==> config.mk <==
export PLATFORM = sky130hd
export DESIGN_NAME = hfnc_issue_ctrl
export DESIGN_NICKNAME = d
export VERILOG_FILES = /design/src/rtl/hfnc_pkg.sv /design/src/rtl/hfnc_hazard_detect.sv /design/src/rtl/hfnc_issue_ctrl.sv
export SDC_FILE = /design/constraint.sdc
export NUM_CORES = 1
export LEC_CHECK = 0
export ABC_CLOCK_PERIOD_IN_PS = 6300
export BUFFER_PORTS_ARGS = -buffer_cell sky130_fd_sc_hd__buf_4
export CORE_MARGIN = 5
export CORE_UTILIZATION = 40
export DETAILED_ROUTE_END_ITERATION = 8
export PLACE_DENSITY = 0.7
export SLEW_MARGIN = 10
export SYNTH_ARGS = -nofsm -noshare
export SYNTH_HDL_FRONTEND = slang
export SYNTH_HIERARCHICAL = 1
export SYNTH_SLANG_ARGS = --single-unit
export TNS_END_PERCENT = 1
==> constraint.sdc <==
create_clock -name clk -period 6.3 [get_ports clk]
set_input_delay 0.63 -clock clk [delete_from_list [all_inputs] [get_ports clk]]
set_output_delay 0.63 -clock clk [all_outputs]
set_load 0.02 [all_outputs]
==> src/rtl/hfnc_pkg.sv <==
// Shared types and defaults for the hash-function-unit issue controller.
// The watchdog is enabled by defining HFNC_WDT_EN.
package hfnc_pkg;

  typedef enum logic [1:0] {
    IDLE = 2'd0,
    BUSY = 2'd1,
    DONE = 2'd2
  } hfncState_t;

  localparam logic [4:0] REG_ZERO      = 5'd0;
  localparam int         WDT_LIMIT_DEF = 64;
  localparam int         CNT_W_DEF     = 16;

endpackage

==> src/rtl/hfnc_hazard_detect.sv <==
// Load-use hazard compare of the EX-stage load destination against the three
// ID-stage source fields (Ru only counts for hash instructions).
module hfnc_hazard_detect
  import hfnc_pkg::*;
(
  input  logic       idValid,
  input  logic       idIsHash,
  input  logic [4:0] idRs,
  input  logic [4:0] idRt,
  input  logic [4:0] idRu,
  input  logic       exMemRead,
  input  logic [4:0] exRd,
  output logic       lu
);

  logic rdLive;
  logic matchRs;
  logic matchRt;
  logic matchRu;

  // r0 is hardwired, so a load targeting it can never create a dependency
  assign rdLive  = exMemRead && (exRd != REG_ZERO);
  assign matchRs = (exRd == idRs);
  assign matchRt = (exRd == idRt);
  assign matchRu = idIsHash && (exRd == idRu);

  assign lu = idValid && rdLive && (matchRs || matchRt || matchRu);

endmodule

==> src/rtl/hfnc_issue_ctrl.sv <==
// Issue/stall controller for the multi-cycle hash-function unit in EX.
// Optional watchdog abort is built when HFNC_WDT_EN is defined (WDT_LIMIT >= 2).
module hfnc_issue_ctrl
  import hfnc_pkg::*;
#(
  parameter int WDT_LIMIT = WDT_LIMIT_DEF,
  parameter int CNT_W     = CNT_W_DEF
) (
  input  logic             clk,
  input  logic             rst_n,
  input  logic             id_valid,
  input  logic             id_is_hash,
  input  logic [4:0]       id_rs,
  input  logic [4:0]       id_rt,
  input  logic [4:0]       id_ru,
  input  logic             ex_mem_read,
  input  logic [4:0]       ex_rd,
  input  logic             hfu_done,
  input  logic             stat_clr,
  output logic             hfu_start,
  output logic             hfu_abort,
  output logic             pc_stall,
  output logic             if_id_stall,
  output logic             id_ex_stall,
  output logic             id_ex_flush,
  output logic             ex_mem_flush,
  output logic             hfu_result_sel,
  output logic             wdt_err,
  output logic [CNT_W-1:0] busy_cycles,
  output hfncState_t       dbgState
);

  hfncState_t state;
  hfncState_t stateNext;

  logic lu;
  logic luLive;
  logic issue;
  logic doneValid;
  logic wdtFire;

  hfnc_hazard_detect uHazard (
    .idValid   (id_valid),
    .idIsHash  (id_is_hash),
    .idRs      (id_rs),
    .idRt      (id_rt),
    .idRu      (id_ru),
    .exMemRead (ex_mem_read),
    .exRd      (ex_rd),
    .lu        (lu)
  );

  // Start/done handshake: hfu_start is a one-cycle pulse in the first BUSY
  // cycle; hfu_done is a one-cycle pulse honoured only in BUSY and only when
  // it does not coincide with hfu_start.
  assign luLive    = lu && rst_n;
  assign issue     = (state == IDLE) && id_valid && id_is_hash && !lu;
  assign doneValid = (state == BUSY) && hfu_done && !hfu_start;
  assign dbgState  = state;

  always_ff @(posedge clk or negedge rst_n) begin
    if (!rst_n) begin
      state       <= IDLE;
      hfu_start   <= 1'b0;
      busy_cycles <= '0;
    end else begin
      state     <= stateNext;
      hfu_start <= issue;
      if (stat_clr)
        busy_cycles <= '0;
      else if ((state == BUSY) && (busy_cycles != '1))
        busy_cycles <= busy_cycles + CNT_W'(1);
    end
  end

  always_comb begin
    stateNext      = state;
    pc_stall       = 1'b0;
    if_id_stall    = 1'b0;
    id_ex_stall    = 1'b0;
    id_ex_flush    = 1'b0;
    ex_mem_flush   = 1'b0;
    hfu_result_sel = 1'b0;
    case (state)
      IDLE: begin
        if (luLive) begin
          pc_stall    = 1'b1;
          if_id_stall = 1'b1;
          id_ex_flush = 1'b1;
        end
        if (issue)
          stateNext = BUSY;
      end
      BUSY: begin
        pc_stall     = 1'b1;
        if_id_stall  = 1'b1;
        ex_mem_flush = 1'b1;
        // an aborted hash is killed in ID/EX rather than held there
        id_ex_stall  = !wdtFire;
        id_ex_flush  = wdtFire;
        if (wdtFire)
          stateNext = IDLE;
        else if (doneValid)
          stateNext = DONE;
      end
      DONE: begin
        hfu_result_sel = 1'b1;
        stateNext      = IDLE;
      end
      default: stateNext = IDLE;
    endcase
  end

`ifdef HFNC_WDT_EN
  localparam int WDT_W = $clog2(WDT_LIMIT + 1);

  logic [WDT_W-1:0] wdtCnt;
  logic             abortArm;

  // wdtCnt holds k-1 in BUSY cycle k; arming one cycle early lets the
  // registered abort land exactly in BUSY cycle WDT_LIMIT
  assign abortArm = (state == BUSY) && !doneValid && !hfu_abort &&
                    (wdtCnt == WDT_W'(WDT_LIMIT - 2));
  assign wdtFire  = (state == BUSY) && hfu_abort;

  always_ff @(posedge clk or negedge rst_n) begin
    if (!rst_n) begin
      wdtCnt    <= '0;
      hfu_abort <= 1'b0;
      wdt_err   <= 1'b0;
    end else begin
      hfu_abort <= abortArm;
      if (abortArm)
        wdt_err <= 1'b1;
      if (issue)
        wdtCnt <= '0;
      else if ((state == BUSY) && (wdtCnt != '1))
        wdtCnt <= wdtCnt + WDT_W'(1);
    end
  end
`else
  logic unusedWdtLimit;

  assign unusedWdtLimit = (WDT_LIMIT > 0);
  assign wdtFire        = 1'b0;
  assign hfu_abort      = 1'b0;
  assign wdt_err        = 1'b0;
`endif

endmodule

**Word level (Yosys, flattened, before mapping)**

Index checks and enable logic that the tools add are counted.

- Register bits: 19
- Input port bits: 27
- Output and inout port bits: 27
- Word-level logic and storage cells: 41

- Add/subtract/negate cells: 1
- Equality and inequality tests: 8
- Multiplexer cells: 10
- Reductions and logical operators: 19

Operator list:

| kind | number |
|---|---|
| 16-bit two-way mux | 2 |
| 16-bit by 1-bit adder with 16-bit output, second input constant | 1 |
| 16-bit != test, second input constant | 1 |
| 5-bit == test | 3 |
| 1-bit logical AND | 11 |
| 5-bit nonzero test | 1 |
| 1-bit two-way mux | 4 |
| 2-bit two-way mux | 2 |
| 2-bit != test, second input constant | 2 |
| 2-bit one-hot mux with 2 select lines | 1 |
| 2-bit by 1-bit == test with 1-bit output, second input constant | 1 |
| 2-bit == test, second input constant | 1 |
| 1-bit zero test | 2 |
| 2-bit zero test | 1 |
| 1-bit logical OR | 2 |
| 1-bit one-hot mux with 2 select lines | 1 |
| 2-bit AND reduction | 1 |
| 2-bit nonzero test | 1 |

**Depth between registers and ports, before layout**

- Depth after elaboration: 8
- Mapped depth: 7
- Depth with buffers taken out: 6

**By module**

The synthesis kept the hierarchy.

Modules (own cells, without submodules):

| module | times used | cells each | area an instance (um^2) | seq. area each (um^2) |
|---|---|---|---|---|
| hfnc_issue_ctrl | 1 | 120 | 1,103.6 | 475.5 |
| hfnc_hazard_detect | 1 | 24 | 188.9 | 0.0 |

**Worst setup path before layout**

OpenSTA, ideal clock, no wires.

- Kind: input-to-output
- From: in ex_rd[1]
- To: out pc_stall
- Arrival: 2.138 ns
- Data required time: 5.670 ns
- Slack: 3.532 ns
- Cell stages on the path: 6
- Path buffers: 1
- Cells stage by stage: or4_1 > o211ai_2 > a31oi_1 > and3_1 > or2b_1 > buf_4

- Word-level cells in the longest chain between the ends: 7
- Elaborated cells on any way between the ends: 13
- Those cells by class: eq/ne (3); mux (2); reduce/logical (8)

Ends and longest elaborated chain:

| what | line | source |
|---|---|---|
| start: declaration | hfnc_issue_ctrl.sv:17 | `input logic [4:0] ex_rd,` |
| 5-bit == test, or another cell as far along | hfnc_hazard_detect.sv:23 | `assign matchRs = (exRd == idRs);` |
| 1-bit logical OR, or another cell as far along | hfnc_hazard_detect.sv:27 | `assign lu = idValid && rdLive && (matchRs \|\| matchRt \|\| matchRu);` |
| 1-bit logical OR or 1-bit logical AND (tied branches) | hfnc_hazard_detect.sv:27 |  |
| 1-bit logical AND (*) | hfnc_hazard_detect.sv:27 |  |
| via lu | hfnc_issue_ctrl.sv:36 | `logic lu;` |
| 1-bit logical AND (*) | hfnc_issue_ctrl.sv:56 | `assign luLive = lu && rst_n;` |
| 1-bit two-way mux (*) | - |  |
| 1-bit one-hot mux with 2 select lines (*) | - |  |
| end: declaration | hfnc_issue_ctrl.sv:22 | `output logic pc_stall,` |

Mark *: on every way through the listed nets, which the timed path passes. The rest lies on a longest branch.

**Final worst setup path**

- From: in ex_rd[1]
- To: out if_id_stall

- Word-level cells in the longest chain between the ends: 7
- Elaborated cells on any way between the ends: 13
- Those cells by class: eq/ne (3); mux (2); reduce/logical (8)

Ends and longest elaborated chain:

| what | line | source |
|---|---|---|
| 5-bit == test, or another cell as far along | hfnc_hazard_detect.sv:23 |  |
| 1-bit logical OR, or another cell as far along | hfnc_hazard_detect.sv:27 |  |
| 1-bit logical OR or 1-bit logical AND (tied branches) | hfnc_hazard_detect.sv:27 |  |
| 1-bit logical AND (*) | hfnc_hazard_detect.sv:27 |  |
| via lu | hfnc_issue_ctrl.sv:36 |  |
| 1-bit logical AND (*) | hfnc_issue_ctrl.sv:56 |  |
| 1-bit two-way mux (*) | hfnc_issue_ctrl.sv:86 | `if (luLive) begin` |
| 1-bit one-hot mux with 2 select lines (*) | hfnc_issue_ctrl.sv:84 | `case (state)` |
| end: declaration | hfnc_issue_ctrl.sv:23 | `output logic if_id_stall,` |

Marks and branches as above.

==> flow_summary.json <==
{
  "grt_antenna_before_repair": 0,
  "drtPass1Iterations": 4,
  "placed_cell_area_um2": 1680,
  "cts-root-buf": "clkbuf_4",
  "synth_area_per_cell_um2": 8.98,
  "place_ws_ns": 3.54,
  "core_area_um2": 3080,
  "fin_crit_sh_pct": 43.9,
  "min_period_ns": 2.77,
  "power_density_nw_per_um2": 210,
  "cts_resized": 0,
  "synth_warnings": 6,
  "regArea_um2": 475,
  "regToRegSetupSlack_ns": 4.15,
  "antennaDiodeCount": 0,
  "path_clk_slew_ns": 0.11,
  "finalHoldWorstSlack_ns": 0.191,
  "vias": 1254,
  "timing.fmax_ghz": 0.362,
  "track_usage_pct": 16.6,
  "synth_cell_type_count": 39,
  "clockPowerShare_pct": 16.9,
  "ys_seq_area_share_pct": 36.8,
  "fin_area_um2": 1710,
  "required_ns": 5.67,
  "dieArea_um2": 4470,
  "ios": 54,
  "via_per_inst": 5.31,
  "p_sw_share_pct": 37.9,
  "setup_ws_ns": 3.53,
  "die_x_um": 66.8,
  "overflow": 0,
  "total_power_mw": 0.359,
  "clock_skew_ns": 0.00596,
  "synth_top_area_share_pct": 36.8,
  "cts_max_level": 1,
  "yosysTopAreaCell": "dfrtp_1",
  "worstSetupPathType": "input pin to primary output",
  "hold_path_class": "input pin to asynchronous set/reset pin",
  "grt_start_max_net_pins": 23,
  "grt_pass1_vias": 1269,
  "port_buffers": 51,
  "clk_latency_ns": 0.29,
  "cts_setup_buffers": 0,
  "hold_violations": 0,
  "clk_path_buf_depth": 2,
  "slew_headroom_pct": 45.2,
  "finalSetupTns_ns": 0,
  "rsz0062_at_grt": "no",
  "core.rowCount": 20,
  "finalMaxSlewViolations": 0,
  "outcome": "complete, no violations",
  "tightest_slew_ns": 0.814,
  "power_switching_mw": 0.136,
  "startpoint_type": "input pin",
  "syn_inst": 144,
  "cts_tree": "yes",
  "start_util_pct": 42.0,
  "crit_arrival_ns": 2.14,
  "drive_gt1_share_pct": 32.3,
  "hold_buffers": 0,
  "synth_seq_cells": 19,
  "cp-end-kind": "primary output",
  "fillers": 289,
  "routed_wl_um": 3430,
  "gp_congestion": 0.906,
  "initialDrtViolationCount": 46,
  "drc": 0,
  "synthTopCellsByArea": "dfrtp_1 (37%), xor2_1 (6.8%), mux2_2 (4.4%)",
  "multi_input_area_um2": 757,
  "p_comb_share_pct": 41.4,
  "place_hpwl_um": 2720,
  "grt_pass1_wl_um": 5730,
  "syn2layout_area_growth_pct": 32.1,
  "die_height_um": 66.8,
  "setup_viol": 0,
  "numCtsBuffers": 3,
  "internal-power_mw": 0.223,
  "fin_nets": 221,
  "crit_fanout": 4,
  "synthesis.area_um2": 1290,
  "leakage_nw": 0.780,
  "maxCapViolCount": 0,
  "clock_sinks": 19,
  "final_antenna_net_count": 0,
  "peakVddDrop_mv": 0.206,
  "wl_per_cell_um": 14.5,
  "pwr-share-seq_pct": 41.7
}
[cells in the mapped netlist]
| master | number |
|---|---|
| dfrtp_1 | 19 |
| nor2_1 | 11 |
| xor2_1 | 10 |
| a21oi_1 | 9 |
| nand3_1 | 9 |
| nor2b_1 | 7 |
| nor3_1 | 7 |
| nand2_1 | 6 |
| mux2_2 | 5 |
| nand4_1 | 5 |
| or4_1 | 5 |
| xnor2_1 | 5 |
| and3_1 | 4 |
| buf_4 | 4 |
| a31oi_1 | 3 |
| clkbuf_1 | 3 |
| inv_1 | 3 |
| a211oi_1 | 2 |
| a21boi_0 | 2 |
| nand2b_1 | 2 |
| nor4_1 | 2 |
| o21ai_0 | 2 |
| o31ai_1 | 2 |
| o41ai_1 | 2 |
| and2_1 | 1 |
| and3b_2 | 1 |
| buf_6 | 1 |
| conb_1 | 1 |
| ha_1 | 1 |
| mux2_1 | 1 |
| mux2i_1 | 1 |
| nor3b_1 | 1 |
| nor4b_1 | 1 |
| o211ai_2 | 1 |
| o22ai_1 | 1 |
| o311ai_0 | 1 |
| or2b_1 | 1 |
| or3_1 | 1 |
| or3_4 | 1 |
[cells by family after synthesis]
family / share of synthesized area (%)
DFF: 36.8
adders and majority gates: 0.968
AOI/OAI and AO/OA: 12.7
buffers and inverters: 4.94
muxes: 6.00
and+or+nand+nor: 28.2
other: 0.290
xor gates and xnor gates: 10.2
[worst paths after layout]
| kind | from | cells after the start | endpoint |
|---|---|---|---|
| hold / removal | rst_n | 1 | busy_cycles[13] |
| hold reg to reg | hfu_start | 1 | dbgState[1] |
| max in group asynchronous | rst_n | 1 | busy_cycles[6] |
| setup reg to reg | dbgState[1] | 4 | busy_cycles[13] |
| min in group clk | hfu_start | 1 | dbgState[1] |
| setup / recovery | ex_rd[1] | 7 | if_id_stall |
[area by class of cell]
type,count,share of cell area (%)
flip-flops and latches,19,27.8
multi-input cells,115,44.3
well taps,44,3.22
repair buffers,51,22.4
inverters,3,0.659
clock buffers,4,1.54
[power by group through the flow]
stage | clock, mW | combinational (mW) | sequential, mW
after global placement | 0 | 0.148 | 0.150
after detailed placement | 0 | 0.150 | 0.151
after floorplan | 0 | 0.0849 | 0.161
after global routing | 0.0684 | 0.162 | 0.153
after CTS | 0.0634 | 0.150 | 0.149
final | 0.0608 | 0.149 | 0.150
[per-layer routing]
metal	track usage, %	routed length (um)
met2	28.6	1730
met5	0	0
met1	21.4	1440
met4	1.52	0
met3	4.55	255
[critical path: stages]
cell      delay [ns]
buf_4           0.13
or4_1           0.54
o211ai_2        0.16
a31oi_1         0.08
and3_1          0.20
or2b_1          0.24
buf_4           0.16
[metrics by stage]
stage | util [%] | std cells
2_1_floorplan | - | 145
3_3_place_gp | 54.6 | 232
3_5_place_dp | 54.6 | 232
4_1_cts | 55.5 | 236
5_1_grt | 55.5 | 236
6_report | 55.5 | 236
[state kept, by name, indices dropped and copies added (netlist names)]
| register | cells |
|---|---|
| busy_cycles | 16 |
| dbgState | 2 |
| hfu_start | 1 |
[cells in the final DEF (no fill, tap or decap), drive strengths merged, types with 3 or more instances in the layout]
cell type / instances
a21oi: 9
a31oi: 3
and3: 4
buf: 51
clkbuf: 4
dfrtp: 19
inv: 3
mux2: 6
nand2: 6
nand3: 9
nand4: 5
nor2: 11
nor2b: 7
nor3: 7
or4: 5
xnor2: 5
xor2: 10
Power figures use the tool's default switching activity.
